### src/rtl/id_ex_hazard_reg_pkg.sv
// Shared types for the ID/EX pipeline register.
//   ctrl_t   : decoded control bundle, MSB to LSB in the order EX expects
//   CTRL_W   : width of ctrl_t
//   CTRL_NOP : all-zero control word used for bubbles
//   fp_reg_match : FP register compare; a double-precision access names an
//                  even/odd pair, so only bits [4:1] are compared
package pipe_pkg;

  localparam int CTRL_W = 25;

  typedef struct packed {
    logic [3:0] AluOp;
    logic [1:0] regDst;
    logic [1:0] memToReg;
    logic [1:0] AluSrc;
    logic       regWrite;
    logic       regwriteF;
    logic       memRead;
    logic       memWrite;
    logic       branch;
    logic       jump;
    logic       pcSrc;
    logic       storeByte;
    logic       bne;
    logic       bfpc;
    logic       sign;
    logic       shift_op;
    logic       float_rs;
    logic       float_rt;
    logic       double;
  } ctrl_t;

  localparam ctrl_t CTRL_NOP = '0;

  function automatic logic fp_reg_match(input logic [4:0] a, input logic [4:0] b,
                                        input logic dbl);
    return dbl ? (a[4:1] == b[4:1]) : (a == b);
  endfunction

endpackage

### src/rtl/id_ex_hazard_reg_if.sv
// Decode-side inputs and EX-side outputs of the ID/EX register.
//   slave  : the pipeline register (consumes id_*/flush, drives ex_*/stall/counters)
//   master : whoever drives the decode stage and observes EX
interface id_ex_if #(
  parameter int DATA_W = 32,
  parameter int CNT_W  = 16
);
  import pipe_pkg::*;

  logic              id_valid;
  ctrl_t             id_ctrl;
  logic [DATA_W-1:0] id_pc_plus4;
  logic [DATA_W-1:0] id_rs_data;
  logic [DATA_W-1:0] id_rt_data;
  logic [DATA_W-1:0] id_imm;
  logic [4:0]        id_rs;
  logic [4:0]        id_rt;
  logic [4:0]        id_rd;
  logic [4:0]        id_shamt;
  logic              flush;

  logic              ex_valid;
  ctrl_t             ex_ctrl;
  logic [DATA_W-1:0] ex_pc_plus4;
  logic [DATA_W-1:0] ex_rs_data;
  logic [DATA_W-1:0] ex_rt_data;
  logic [DATA_W-1:0] ex_imm;
  logic [4:0]        ex_rs;
  logic [4:0]        ex_rt;
  logic [4:0]        ex_rd;
  logic [4:0]        ex_shamt;
  logic              stall;
  logic [CNT_W-1:0]  bubble_cnt;
  logic [CNT_W-1:0]  load_use_cnt;

  modport slave (
    input  id_valid, id_ctrl, id_pc_plus4, id_rs_data, id_rt_data, id_imm,
           id_rs, id_rt, id_rd, id_shamt, flush,
    output ex_valid, ex_ctrl, ex_pc_plus4, ex_rs_data, ex_rt_data, ex_imm,
           ex_rs, ex_rt, ex_rd, ex_shamt, stall, bubble_cnt, load_use_cnt
  );

  modport master (
    output id_valid, id_ctrl, id_pc_plus4, id_rs_data, id_rt_data, id_imm,
           id_rs, id_rt, id_rd, id_shamt, flush,
    input  ex_valid, ex_ctrl, ex_pc_plus4, ex_rs_data, ex_rt_data, ex_imm,
           ex_rs, ex_rt, ex_rd, ex_shamt, stall, bubble_cnt, load_use_cnt
  );

endinterface

### src/rtl/id_ex_hazard_reg_hazard_detect.sv
// Combinational load-use hazard detection.
// Inputs : EX-stage valid/control/rt (the load's destination) and the
//          decode-stage valid/control/rs/rt.
// Output : o_haz, high when the decode instruction reads the register the
//          EX load is about to write, within the same register file.
module hazard_detect
  import pipe_pkg::*;
(
  input  logic       i_ex_valid,
  input  ctrl_t      i_ex_ctrl,
  input  logic [4:0] i_ex_rt,
  input  logic       i_id_valid,
  input  ctrl_t      i_id_ctrl,
  input  logic [4:0] i_id_rs,
  input  logic [4:0] i_id_rt,
  output logic       o_haz
);

  logic w_pre;
  logic w_rt_used;
  logic w_int_hit;
  logic w_fp_hit;

  // NOTE: every always_comb output gets a default first so no path leaves it
  // unassigned; otherwise synthesis infers a latch.
  always_comb begin
    w_pre     = i_ex_valid & i_ex_ctrl.memRead & i_id_valid;
    // rt is a source unless it is replaced by the immediate; stores always
    // read rt as the store data.
    w_rt_used = ~i_id_ctrl.AluSrc[0] | i_id_ctrl.memWrite;

    w_int_hit = 1'b0;
    w_fp_hit  = 1'b0;

    if (!i_ex_ctrl.regwriteF) begin
      // Integer $zero never carries a dependency.
      w_int_hit = (i_ex_rt != 5'd0) &&
                  ((!i_id_ctrl.float_rs && (i_id_rs == i_ex_rt)) ||
                   (w_rt_used && !i_id_ctrl.float_rt && (i_id_rt == i_ex_rt)));
    end else begin
      // FP register 0 is an ordinary register.
      w_fp_hit  = (i_id_ctrl.float_rs && fp_reg_match(i_id_rs, i_ex_rt, i_ex_ctrl.double)) ||
                  (w_rt_used && i_id_ctrl.float_rt &&
                   fp_reg_match(i_id_rt, i_ex_rt, i_ex_ctrl.double));
    end

    o_haz = w_pre & (w_int_hit | w_fp_hit);
  end

endmodule

### src/rtl/id_ex_hazard_reg.sv
// ID/EX pipeline register with load-use hazard bubble insertion.
// Ports:
//   clk   : pipeline clock
//   reset : synchronous, active-high; clears all EX outputs and counters
//   bus   : id_ex_if slave - decode inputs, flush, EX outputs, stall,
//           saturating bubble / load-use counters
// Update priority per edge: reset > flush > hazard > capture.
module id_ex_hazard_reg
  import pipe_pkg::*;
#(
  parameter int DATA_W = 32,
  parameter int CNT_W  = 16
) (
  input  logic clk,
  input  logic reset,
  id_ex_if.slave bus
);

  logic              r_valid;
  ctrl_t             r_ctrl;
  logic [DATA_W-1:0] r_pc_plus4;
  logic [DATA_W-1:0] r_rs_data;
  logic [DATA_W-1:0] r_rt_data;
  logic [DATA_W-1:0] r_imm;
  logic [4:0]        r_rs;
  logic [4:0]        r_rt;
  logic [4:0]        r_rd;
  logic [4:0]        r_shamt;
  logic [CNT_W-1:0]  r_bubble_cnt;
  logic [CNT_W-1:0]  r_load_use_cnt;

  logic w_haz;
  logic w_bubble;

  hazard_detect u_hazard_detect (
    .i_ex_valid (r_valid),
    .i_ex_ctrl  (r_ctrl),
    .i_ex_rt    (r_rt),
    .i_id_valid (bus.id_valid),
    .i_id_ctrl  (bus.id_ctrl),
    .i_id_rs    (bus.id_rs),
    .i_id_rt    (bus.id_rt),
    .o_haz      (w_haz)
  );

  // A flush and a hazard produce the same bubble; only the hazard stalls.
  assign w_bubble = bus.flush | w_haz;

  // NOTE: sequential state uses non-blocking assignments so every register
  // samples pre-edge values regardless of statement order.
  always_ff @(posedge clk) begin
    if (reset) begin
      r_valid        <= 1'b0;
      r_ctrl         <= CTRL_NOP;
      r_pc_plus4     <= '0;
      r_rs_data      <= '0;
      r_rt_data      <= '0;
      r_imm          <= '0;
      r_rs           <= '0;
      r_rt           <= '0;
      r_rd           <= '0;
      r_shamt        <= '0;
      r_bubble_cnt   <= '0;
      r_load_use_cnt <= '0;
    end else if (w_bubble) begin
      // Datapath fields are held; a zero control word makes them inert.
      r_valid <= 1'b0;
      r_ctrl  <= CTRL_NOP;
      if (r_bubble_cnt != '1) r_bubble_cnt <= r_bubble_cnt + CNT_W'(1);
      if (!bus.flush && r_load_use_cnt != '1)
        r_load_use_cnt <= r_load_use_cnt + CNT_W'(1);
    end else begin
      r_valid    <= bus.id_valid;
      r_ctrl     <= bus.id_valid ? bus.id_ctrl : CTRL_NOP;
      r_pc_plus4 <= bus.id_pc_plus4;
      r_rs_data  <= bus.id_rs_data;
      r_rt_data  <= bus.id_rt_data;
      r_imm      <= bus.id_imm;
      r_rs       <= bus.id_rs;
      r_rt       <= bus.id_rt;
      r_rd       <= bus.id_rd;
      r_shamt    <= bus.id_shamt;
    end
  end

  assign bus.stall        = w_haz & ~bus.flush & ~reset;
  assign bus.ex_valid     = r_valid;
  assign bus.ex_ctrl      = r_ctrl;
  assign bus.ex_pc_plus4  = r_pc_plus4;
  assign bus.ex_rs_data   = r_rs_data;
  assign bus.ex_rt_data   = r_rt_data;
  assign bus.ex_imm       = r_imm;
  assign bus.ex_rs        = r_rs;
  assign bus.ex_rt        = r_rt;
  assign bus.ex_rd        = r_rd;
  assign bus.ex_shamt     = r_shamt;
  assign bus.bubble_cnt   = r_bubble_cnt;
  assign bus.load_use_cnt = r_load_use_cnt;

endmodule

### src/flat_wrapper.sv
// flat-port wrapper written by rule: the top's interface ports become plain ports
module id_ex_hazard_reg_flat import pipe_pkg::*;
#(
  parameter int DATA_W = 32,
  parameter int CNT_W  = 16
)
  (clk, reset, bus_id_valid, bus_id_ctrl, bus_id_pc_plus4, bus_id_rs_data, bus_id_rt_data, bus_id_imm, bus_id_rs, bus_id_rt, bus_id_rd, bus_id_shamt, bus_flush, bus_ex_valid, bus_ex_ctrl, bus_ex_pc_plus4, bus_ex_rs_data, bus_ex_rt_data, bus_ex_imm, bus_ex_rs, bus_ex_rt, bus_ex_rd, bus_ex_shamt, bus_stall, bus_bubble_cnt, bus_load_use_cnt);
  id_ex_if #(.DATA_W(DATA_W), .CNT_W(CNT_W)) bus_i ();
  input  logic clk;
  input  logic reset;
  input wire logic [$bits(bus_i.id_valid)-1:0] bus_id_valid;
  input wire logic [$bits(bus_i.id_ctrl)-1:0] bus_id_ctrl;
  input wire logic [$bits(bus_i.id_pc_plus4)-1:0] bus_id_pc_plus4;
  input wire logic [$bits(bus_i.id_rs_data)-1:0] bus_id_rs_data;
  input wire logic [$bits(bus_i.id_rt_data)-1:0] bus_id_rt_data;
  input wire logic [$bits(bus_i.id_imm)-1:0] bus_id_imm;
  input wire logic [$bits(bus_i.id_rs)-1:0] bus_id_rs;
  input wire logic [$bits(bus_i.id_rt)-1:0] bus_id_rt;
  input wire logic [$bits(bus_i.id_rd)-1:0] bus_id_rd;
  input wire logic [$bits(bus_i.id_shamt)-1:0] bus_id_shamt;
  input wire logic [$bits(bus_i.flush)-1:0] bus_flush;
  output wire logic [$bits(bus_i.ex_valid)-1:0] bus_ex_valid;
  output wire logic [$bits(bus_i.ex_ctrl)-1:0] bus_ex_ctrl;
  output wire logic [$bits(bus_i.ex_pc_plus4)-1:0] bus_ex_pc_plus4;
  output wire logic [$bits(bus_i.ex_rs_data)-1:0] bus_ex_rs_data;
  output wire logic [$bits(bus_i.ex_rt_data)-1:0] bus_ex_rt_data;
  output wire logic [$bits(bus_i.ex_imm)-1:0] bus_ex_imm;
  output wire logic [$bits(bus_i.ex_rs)-1:0] bus_ex_rs;
  output wire logic [$bits(bus_i.ex_rt)-1:0] bus_ex_rt;
  output wire logic [$bits(bus_i.ex_rd)-1:0] bus_ex_rd;
  output wire logic [$bits(bus_i.ex_shamt)-1:0] bus_ex_shamt;
  output wire logic [$bits(bus_i.stall)-1:0] bus_stall;
  output wire logic [$bits(bus_i.bubble_cnt)-1:0] bus_bubble_cnt;
  output wire logic [$bits(bus_i.load_use_cnt)-1:0] bus_load_use_cnt;
  assign bus_i.id_valid = bus_id_valid;
  assign bus_i.id_ctrl = bus_id_ctrl;
  assign bus_i.id_pc_plus4 = bus_id_pc_plus4;
  assign bus_i.id_rs_data = bus_id_rs_data;
  assign bus_i.id_rt_data = bus_id_rt_data;
  assign bus_i.id_imm = bus_id_imm;
  assign bus_i.id_rs = bus_id_rs;
  assign bus_i.id_rt = bus_id_rt;
  assign bus_i.id_rd = bus_id_rd;
  assign bus_i.id_shamt = bus_id_shamt;
  assign bus_i.flush = bus_flush;
  assign bus_ex_valid = bus_i.ex_valid;
  assign bus_ex_ctrl = bus_i.ex_ctrl;
  assign bus_ex_pc_plus4 = bus_i.ex_pc_plus4;
  assign bus_ex_rs_data = bus_i.ex_rs_data;
  assign bus_ex_rt_data = bus_i.ex_rt_data;
  assign bus_ex_imm = bus_i.ex_imm;
  assign bus_ex_rs = bus_i.ex_rs;
  assign bus_ex_rt = bus_i.ex_rt;
  assign bus_ex_rd = bus_i.ex_rd;
  assign bus_ex_shamt = bus_i.ex_shamt;
  assign bus_stall = bus_i.stall;
  assign bus_bubble_cnt = bus_i.bubble_cnt;
  assign bus_load_use_cnt = bus_i.load_use_cnt;
  id_ex_hazard_reg #(.DATA_W(DATA_W), .CNT_W(CNT_W)) u_core (.clk(clk), .reset(reset), .bus(bus_i));
endmodule
### config.mk
export PLATFORM = sky130hd
export DESIGN_NAME = id_ex_hazard_reg_flat
export DESIGN_NICKNAME = d
export VERILOG_FILES = /design/src/rtl/id_ex_hazard_reg_pkg.sv /design/src/rtl/id_ex_hazard_reg_if.sv /design/src/rtl/id_ex_hazard_reg_hazard_detect.sv /design/src/rtl/id_ex_hazard_reg.sv /design/src/flat_wrapper.sv
export SDC_FILE = /design/constraint.sdc
export NUM_CORES = 1
export LEC_CHECK = 0
export CAP_MARGIN = 20
export CORE_AREA = 8 8 144 146
export CTS_BUF_LIST = sky130_fd_sc_hd__clkbuf_8
export DETAILED_ROUTE_END_ITERATION = 8
export DIE_AREA = 0 0 152 154
export PLACE_DENSITY_LB_ADDON = 0.08
export SYNTH_ARGS = -nofsm -noshare
export SYNTH_HDL_FRONTEND = slang
export SYNTH_HIERARCHICAL = 1
export SYNTH_SLANG_ARGS = --single-unit
### constraint.sdc
create_clock -name clk -period 6.2 [get_ports clk]
set_input_delay 1.24 -clock clk [delete_from_list [all_inputs] [get_ports clk]]
set_output_delay 1.24 -clock clk [all_outputs]
set_load 0.02 [all_outputs]
==> results.json <==
{
  "power_switching_uw": 798,
  "worst_clock_skew_ns": 0.0179,
  "globalplace.congestion": 0.844,
  "grt_first_pass_wirelength_um": 42100,
  "layout_worst_path_cycle_share": 0.805,
  "ys_seq_area_frac": 0.546,
  "mostFrequentLayoutCell": "clkdlybuf4s50_1",
  "chipWidth_um": 152,
  "synth_fp_nets": 1104,
  "timing.critical_path.fanout_max": 9,
  "dp.final_hpwl_um": 20400,
  "max-vdd-ir-drop_mv": 0.174,
  "count_of_flip_flops_with_a_built_in_enable_after_synthesis": 0,
  "r2r_start": "u_core/bus.ex_rt[2]$_SDFFE_PP0N_",
  "worstPathArrival_ns": 3.75,
  "worst_path_dominant_cell_family": "buffers and inverters",
  "grt_overflow": 0,
  "grt_pass1_vias": 7324,
  "power_leakage_uw": 0.00458,
  "worst_path_largest_cell_delay_ns": 0.63,
  "stdcell_count": 1558,
  "setup.worst_path.class": "input pin to primary output",
  "cts_max_path_buffers": 3,
  "chipHeight_um": 154,
  "synth-warning-count": 6,
  "synth_cell_types": 42,
  "grt_antenna_before_repair": 3,
  "critical-path-slowest-cell": "clkdlybuf4s50_1",
  "grt_max_degree": 119,
  "core_area_mm2": 0.0185,
  "synth_ff_type": "dfxtp_1",
  "power_frac_seq": 0.450,
  "timing_hold_violations_final": 0,
  "crit_chain": "clkdlybuf4s50_1 > and4b_1 > o2111ai_1 > a211oi_1 > or3_1 > nand2b_1 > nor2_1 > clkdlybuf4s50_1",
  "maxSlewViolCount": 0,
  "hold_path.startpoint": "u_core/bus.ex_rs_data[9]$_SDFFE_PP0N_",
  "post_cts_hold_buffer_count": 0,
  "track_usage": 0.225,
  "tritoncts_num_sinks": 206,
  "worst-slew-pin-transition_ns": 1.12,
  "layout-drive-gt1-share": 0.0545,
  "syn2layout_area_growth_pct": 62.7,
  "io_buffer_count": 383,
  "timing.reg2reg.setup_slack_ns": 3.12,
  "route.vias.total": 7697,
  "postSynthRegisterBits": 206,
  "cts.reportedPaths.clkPinSlew_ns": 0.05,
  "ant_nets": 0,
  "synth_top_cell_by_area": "dfxtp_1",
  "critical_path_buf_inv_count": 2,
  "die-area_mm2": 0.0234,
  "hold_path_cell_cnt": 2,
  "p_per_area_mw_per_mm2": 256,
  "cts_inserted_buffers": 37,
  "drt_pre_antenna_iters": 4,
  "post_cts.repair.setup_buffers": 0,
  "detail_route.vias_per_cell": 4.94,
  "worstHoldEndpoint": "u_core/bus.ex_rs_data[9]$_SDFFE_PP0N_",
  "cell_internal_pwr_uw": 2350,
  "finalSetupViolations": 0,
  "clock_latency_ns": 0.52,
  "syn_avg_cell_area_um2": 8.17,
  "required_ns": 4.96,
  "finalInstanceArea_mm2": 0.0123,
  "synth_cells": 925,
  "max_slew_margin": 0.248,
  "drt-wirelength-per-cell_um": 17.9,
  "finalSetupTns_ns": 0,
  "cts_root_buffer_type": "clkbuf_8",
  "reg2regPathDepth": 8,
  "dp_cells": 1488,
  "placementRows": 50,
  "clock_period_minus_final_worst_setup_slack_ns": 4.99,
  "cts_tree": "yes",
  "fin_hold_ws_ns": 0.451,
  "share_of_the_synthesized_area_in_the_top_cell_type": 0.546,
  "drv.max_cap_violation_count": 0,
  "cp-start-kind": "input pin",
  "cts.htree.levels": 2,
  "floorplan.initialDensity": 0.409,
  "worst-path-stages": 8,
  "clock.fmax_mhz": 200,
  "relative_contribution_of_the_clock_network_to_total_power": 0.408,
  "critPathMostFrequentCell": "clkdlybuf4s50_1",
  "most-common-layout-cells": "382 x clkdlybuf4s50_1, 307 x nand2_1, 206 x dfxtp_1",
  "rsz0062_at_grt": "no",
  "detailedRoute.firstIterationViolations": 387,
  "comb_power_share": 0.142,
  "status": "finished, final reports clean",
  "post-route-drc-count": 0,
  "async_reset_ff_frac": 0,
  "dpl-instance-area_mm2": 0.0115,
  "worst_hold_path_type": "register to register",
  "sw_frac_of_total": 0.254,
  "routed_wl_um": 27900,
  "cts_resized": 0,
  "design.portCount": 384,
  "worst_r2r_endpoint": "u_core/bus.load_use_cnt[13]$_SDFFE_PP0P_",
  "end_kind": "primary output",
  "syn-cell-area_mm2": 0.00755,
  "finish.net_count": 1472,
  "netlist_top_cells_area": "dfxtp_1 55%, nand2_1 15%, a21oi_1 11%"
}
worst reg2reg max path, stage by stage (launching register included):
cell      delay, ns
dfxtp_1        0.48
xnor2_1        0.17
nand4_1        0.16
nor3_1         0.24
or3_1          0.34
nand2b_1       0.27
or4_1          0.70
or4_1          0.51
a21oi_1        0.14
power groups by stage:
stage / Clock [uW] / Sequential [uW] / Combinational (uW)
final: 1280 / 1410 / 448
after global routing: 1390 / 1420 / 479
after CTS: 1320 / 1410 / 452
after detailed placement: 0 / 1440 / 450
after global placement: 0 / 1440 / 449
after floorplan: 0 / 1510 / 111
registers in the layout, summed over array words and instances, names as in the netlist:
register,count
u_core/bus.load_use_cnt,16
u_core/bus.ex_imm,32
u_core/bus.ex_pc_plus4,32
u_core/bus.ex_rt,5
u_core/bus.ex_ctrl,25
u_core/bus.ex_rd,5
u_core/bus.bubble_cnt,16
u_core/bus.ex_rs_data,32
u_core/bus.ex_valid,1
u_core/bus.ex_rt_data,32
u_core/bus.ex_rs,5
u_core/bus.ex_shamt,5
layout make-up:
type	count	area, um2
Antenna cell	2	5.00
Clock buffer	51	702
Clock inverter	17	75.1
Fill cell	1549	6160
Inverter	9	33.8
Multi-Input combinational cell	651	3180
Sequential cell	206	4120
Tap cell	234	293
Timing Repair Buffer	388	3880
logic make-up (layout without fill, tap and decap cells):
group                      count (synthesis)  after routing  synth area share
other                                      0              2                 0
xor gates and xnor gates                  10             10            0.0116
muxes                                      8              8            0.0118
buffers and inverters                     68            465            0.0349
adders and majority gates                  2              2           0.00331
DFF                                      206            206             0.546
and+or+nand+nor                          429            429             0.247
AOI/OAI and AO/OA                        202            202             0.145
through the flow:
step / setup WS (ns) / util / power (uW)
2_1_floorplan: 2.53 / - / 1620
3_3_place_gp: 1.30 / 0.624 / 1890
3_5_place_dp: 1.24 / 0.624 / 1890
4_1_cts: 1.25 / 0.666 / 3190
5_1_grt: 1.02 / 0.666 / 3290
6_report: 1.21 / 0.666 / 3150
routing by layer:
layer | wire [um] | global-route usage | vias to the layer above
li1 | - | - | 3847
met1 | 10400 | 0.238 | 3487
met2 | 13800 | 0.385 | 310
met3 | 2910 | 0.103 | 51
met4 | 775 | 0.0947 | 2
met5 | 13 | 0 | -
cell usage after synthesis (all sizes together), types with 2 or more instances:
cell / instances
mux2: 7
clkbuf: 54
o31ai: 6
a21oi: 164
a41oi: 2
or4: 8
o41ai: 3
nor3b: 2
a31oi: 2
o311ai: 3
nor4: 8
nor2: 19
nand3: 15
nand4: 11
or3: 6
inv: 9
nor2b: 6
and4: 4
dfxtp: 206
ha: 2
buf: 5
and3: 3
and2: 25
xnor2: 10
o21ai: 10
a211oi: 5
a311oi: 2
nor3: 10
nand3b: 2
nand2: 307
worst max-delay path by stage:
| stage | startpoint | end | slack (ns) |
|---|---|---|---|
| after floorplan | bus_id_valid | bus_stall | 2.53 |
| after global placement | bus_id_valid | bus_stall | 1.30 |
| after detailed placement | bus_id_valid | bus_stall | 1.24 |
| after CTS | bus_id_valid | bus_stall | 1.25 |
| after global routing | bus_id_valid | bus_stall | 1.02 |
| final | bus_id_valid | bus_stall | 1.21 |
Note: power is estimated with default switching activity, not from simulation.
